**config.mk**
```make
export PLATFORM = sky130hd
export DESIGN_NAME = regfile_2r1w
export DESIGN_NICKNAME = d
export VERILOG_FILES = /design/src/rtl/regfile_2r1w.sv
export SDC_FILE = /design/constraint.sdc
export NUM_CORES = 1
export LEC_CHECK = 0
export CAP_MARGIN = 20
export CORE_ASPECT_RATIO = 2
export CORE_MARGIN = 8
export CORE_UTILIZATION = 62
export DETAILED_ROUTE_END_ITERATION = 8
export PLACE_DENSITY = 0.8
export SYNTH_ARGS = -nofsm -noshare
export SYNTH_HDL_FRONTEND = slang
export SYNTH_SLANG_ARGS = --single-unit
export TNS_END_PERCENT = 100
```
**constraint.sdc**
```tcl
create_clock -name CLK -period 9.8 [get_ports CLK]
set_input_delay 0.98 -clock CLK [delete_from_list [all_inputs] [get_ports CLK]]
set_output_delay 0.98 -clock CLK [all_outputs]
set_load 0.1 [all_outputs]
```
**src/rtl/regfile_2r1w.sv**
```systemverilog
// Two-read / one-write register file with registered reads, write-first bypass and a clear sweep.
// Optional stored even parity with error flag when REGFILE_2R1W_PARITY_EN is defined.
module regfile_2r1w #(
  parameter int WIDTH = 8,
  parameter int DEPTH = 5
) (
  input  logic             CLK,
  input  logic             RST,
  input  logic             CS,
  input  logic             WE,
  input  logic [DEPTH-1:0] WADDR,
  input  logic [WIDTH-1:0] WDATA,
  input  logic             RE0,
  input  logic             RE1,
  input  logic [DEPTH-1:0] RADDR0,
  input  logic [DEPTH-1:0] RADDR1,
  output logic [WIDTH-1:0] RDATA0,
  output logic [WIDTH-1:0] RDATA1,
  output logic             RVALID0,
  output logic             RVALID1,
  input  logic             CLR,
  output logic             BUSY
`ifdef REGFILE_2R1W_PARITY_EN
  ,
  input  logic             PINJ,
  output logic             PERR
`endif
);

  localparam int ENTRIES = 1 << DEPTH;
`ifdef REGFILE_2R1W_PARITY_EN
  localparam int MW = WIDTH + 1;
`else
  localparam int MW = WIDTH;
`endif

  typedef enum logic {IDLE, CLEAR} state_t;

  state_t           state;
  logic [DEPTH-1:0] clr_cnt;
  logic [MW-1:0]    mem [ENTRIES];

  logic          idle;
  logic          wr_acc;
  logic          rd_acc0;
  logic          rd_acc1;
  logic [MW-1:0] wr_word;
  logic [MW-1:0] rd_word0;
  logic [MW-1:0] rd_word1;

  assign idle    = (state == IDLE);
  // A clear request in the same cycle wins over the write, which is dropped.
  assign wr_acc  = idle && !CS && WE && !CLR;
  assign rd_acc0 = idle && !CS && RE0;
  assign rd_acc1 = idle && !CS && RE1;

`ifdef REGFILE_2R1W_PARITY_EN
  assign wr_word = {(^WDATA) ^ PINJ, WDATA};
`else
  assign wr_word = WDATA;
`endif

  assign rd_word0 = (wr_acc && (WADDR == RADDR0)) ? wr_word : mem[RADDR0];
  assign rd_word1 = (wr_acc && (WADDR == RADDR1)) ? wr_word : mem[RADDR1];

  always_ff @(posedge CLK or posedge RST) begin
    if (RST) begin
      state   <= IDLE;
      clr_cnt <= '0;
      BUSY    <= 1'b0;
    end else begin
      case (state)
        IDLE: begin
          if (!CS && CLR) begin
            state   <= CLEAR;
            clr_cnt <= '0;
            BUSY    <= 1'b1;
          end
        end
        CLEAR: begin
          clr_cnt <= clr_cnt + DEPTH'(1);
          if (&clr_cnt) begin
            state <= IDLE;
            BUSY  <= 1'b0;
          end
        end
        default: begin
          state <= IDLE;
          BUSY  <= 1'b0;
        end
      endcase
    end
  end

  always_ff @(posedge CLK or posedge RST) begin
    if (RST) begin
      for (int i = 0; i < ENTRIES; i++) mem[i] <= '0;
    end else if (state == CLEAR) begin
      mem[clr_cnt] <= '0;
    end else if (wr_acc) begin
      mem[WADDR] <= wr_word;
    end
  end

  always_ff @(posedge CLK or posedge RST) begin
    if (RST) begin
      RDATA0  <= '0;
      RDATA1  <= '0;
      RVALID0 <= 1'b0;
      RVALID1 <= 1'b0;
    end else begin
      RVALID0 <= rd_acc0;
      RVALID1 <= rd_acc1;
      if (rd_acc0) RDATA0 <= rd_word0[WIDTH-1:0];
      if (rd_acc1) RDATA1 <= rd_word1[WIDTH-1:0];
    end
  end

`ifdef REGFILE_2R1W_PARITY_EN
  // Sticky until reset so a single corrupted read is never lost.
  always_ff @(posedge CLK or posedge RST) begin
    if (RST) begin
      PERR <= 1'b0;
    end else if ((rd_acc0 && (rd_word0[WIDTH] != ^rd_word0[WIDTH-1:0])) ||
                 (rd_acc1 && (rd_word1[WIDTH] != ^rd_word1[WIDTH-1:0]))) begin
      PERR <= 1'b1;
    end
  end
`endif

endmodule

```
==> flow_metrics.tcl <==
set metrics [dict create \
    grt_max_degree 142 \
    p_leak_nw 7.221 \
    netlist.area_leader.share 0.4691 \
    dr.first_iter.drc_count 1759 \
    cp.required_ns 10.24 \
    cp_num_buf_inv 1 \
    synthCells 1089 \
    yosys.area.top_type "dfrtp_1" \
    ys_types 58 \
    worst-r2r-setup-slack_ns 6.69 \
    worst_pin_slew_ns 1.206 \
    synth_top_family_by_area "multiplexers" \
    seq_area_frac_synth 0.4691 \
    initial_utilization 0.6293 \
    endpoint_kind "flip-flop" \
    area_growth_pct 8.964 \
    cts_tree "done" \
    hold_viol 0 \
    hp-start "RDATA1[5]" \
    timing.rr.start "state" \
    crit_chain "clkdlybuf4s50_1 > nor4b_4 > nand3b_1 > nor2_2 > a21oi_1 > a22o_1" \
    seq_area_um2 7032 \
    crit_slowest_cell "nor2_2" \
    routed_via_density 8.183 \
    final_util 0.6857 \
    synth_edf_count 0 \
    period_share 0.3426 \
    cts_max_path_buffers 3 \
    row_count 80 \
    path_clk_slew_ns 0.07 \
    vdd_drop_max_mv 0.1651 \
    period_needed_ns 3.357 \
    synth_mux_area_frac 0.2158 \
    path_class "input port to flip-flop" \
    clock-sinks 281 \
    globalplace.congestion 0.9781 \
    grt_pass1_wl_um 76670 \
    synth_seq_cells 281 \
    finalSetupViolations 0 \
    die-area_um2 29710 \
    critPathArrivalTime_ns 3.80 \
    fin_nets 1120 \
    dr_total_vias 11375 \
    syn_area_um2 14990 \
    critPathTopFamily "simple AND/OR/NAND/NOR gates" \
    synth_xor_area_frac 0.007011 \
    rsz0062_at_grt "false" \
    grt_remaining_overflow 0 \
    relSlewSlack 0.1958 \
    h-tree-depth 1 \
    cts_resized 0 \
    routedWlPerCell_um 36.27 \
    grt_antenna_before_repair 0 \
    cp_slowest_stage_delay_ns 0.69 \
    final-max-slew-violation-count 0 \
    root_buffer "clkbuf_16" \
    critPathMaxFanout 9 \
    fillCellCount 1628 \
    synth.most_common_cell "dfrtp_1" \
    coreArea_um2 23820 \
    dp_slack_ns 5.953 \
    drcViolationCount 0 \
    postLayoutSetupSlackWorst_ns 6.443 \
    startpoint "CS" \
    drv_cap 0 \
    skew_ns 0.01066 \
    post_cts_buffers 0 \
    yosys_warnings 0 \
    wirelength_um 50410 \
    synth_compound_area_frac 0.2016 \
    status "finished, final reports clean" \
    synth.cells.most_frequent "dfrtp_1 (281), a22o_1 (256), mux4_2 (136)" \
    grt_pass1_vias 11617 \
    tns_ns 0 \
    hold_buffers 0 \
    power_density_nw_per_um2 189.4 \
    async_flop_share 1.000 \
    cts_buffers 25 \
    num_antenna_cells 0 \
    multi_input_comb_area_um2 7465 \
    timing.fmax_mhz 297.9 \
    synth_fa_ha_area_frac 0.004173 \
    dr.pass1.iters 8 \
    drive_gt1_frac 0.2257 \
    hpwl_um 34280 \
    clk_latency_ns 0.55 \
    io_buffers 48 \
    boundaryPins 49 \
    hold_path_class "flip-flop to flip-flop" \
    avgSynthCellArea_um2 13.77 \
    ant_nets 0 \
    die_w_um 126.0 \
    synth_flop_cell "dfrtp_1" \
    syn_nets 1124 \
    crit_path_start_kind "input port" \
    synth_area_leaders "dfrtp_1 (47%), mux4_2 (20%), a22o_1 (15%), clkbuf_1 (1.3%), nor2_8 (1.1%)" \
    yosys.area_share.simple 0.06936 \
    track_usage 0.3458 \
    chipHeight_um 235.9 \
]
## power by group
group / switching [mW] / internal (mW)
sequential: 0.0996 / 1.23
clock: 0.461 / 0.587
combinational: 0.501 / 0.210
## registers in the layout, summed over array words and instances, names as in the netlist
signal	cells
RVALID1	1
BUSY	1
RDATA0	8
clr_cnt	5
state	1
mem	256
RVALID0	1
RDATA1	8
## per-layer routing
metal,vias up,share of wire,global-route usage
li1,4385,-,-
met1,5820,0.32,0.3892
met2,879,0.50,0.5792
met3,291,0.085,0.06192
met4,0,0.095,0.2525
met5,-,0,0
## cells in the final DEF, fill, tap and decap left out, drive strengths merged, types with 3 or more instances in the layout
cell type	synthesis	final
xnor2	9	9
clkinv	0	6
and2	13	13
a211o	7	7
o211ai	7	7
inv	10	10
nor2	45	45
o22ai	6	6
clkbuf	53	36
clkdlybuf4s50	0	41
nand3	18	18
nor4	4	4
nand2b	10	10
a22oi	13	13
mux4	136	136
dfrtp	281	281
nand4	3	3
o21ai	12	12
a22o	256	256
or3b	3	3
nor2b	9	9
and3	6	6
ha	5	5
mux2i	15	15
a221o	4	4
a21oi	39	39
a211oi	13	13
xor2	3	3
nor3b	3	3
buf	45	26
nand3b	8	8
bufinv	0	3
nand2	32	32
## worst register-to-register path: stages, from the launching register on
cell and delay (ns):
dfrtp_1 0.58, nor4b_4 0.49, nand3b_1 0.56, nor2_2 0.69
a21oi_1 0.36, a22o_1 0.30
## per-stage QoR
stage / power, mW / instances / hold WS (ns) / instance area (um^2)
3_5_place_dp: 2.043 / 1345 / 0.4967 / 15490
5_1_grt: 3.169 / 1390 / 0.5353 / 16330
3_3_place_gp: 2.028 / 1345 / 0.4935 / 15490
6_report: 3.093 / 1390 / 0.5132 / 16330
2_1_floorplan: 1.829 / 1089 / 0.4769 / 14990
4_1_cts: 3.073 / 1390 / 0.5198 / 16330
## cells by family after synthesis
logic type                 after synthesis
adders and majority gates                5
AOI/OAI and AO/OA                      368
and+or+nand+nor                        162
DFF                                    281
muxes                                  153
buffers and inverters                  108
xor gates and xnor gates                12
## path summary, 6_finish.rpt
kind / cells past startpoint / to
worst max-delay path: 6 / mem[244]
worst min-delay path: 2 / RDATA1[5]
worst max register to register: 5 / mem[244]
worst min register to register: 2 / RDATA1[5]
max in group asynchronous: 3 / clr_cnt[2]
min in group asynchronous: 2 / mem[94]
## layout make-up
| class | instances | share of cell area |
|---|---|---|
| Sequential cell | 281 | 0.4305 |
| Clock buffer | 36 | 0.04389 |
| Multi-Input combinational cell | 700 | 0.4570 |
| Timing Repair Buffer | 67 | 0.03631 |
| Inverter | 10 | 0.002758 |
| Clock inverter | 9 | 0.007583 |
| Tap cell | 287 | 0.02198 |
(Power assumes the default switching activity.)
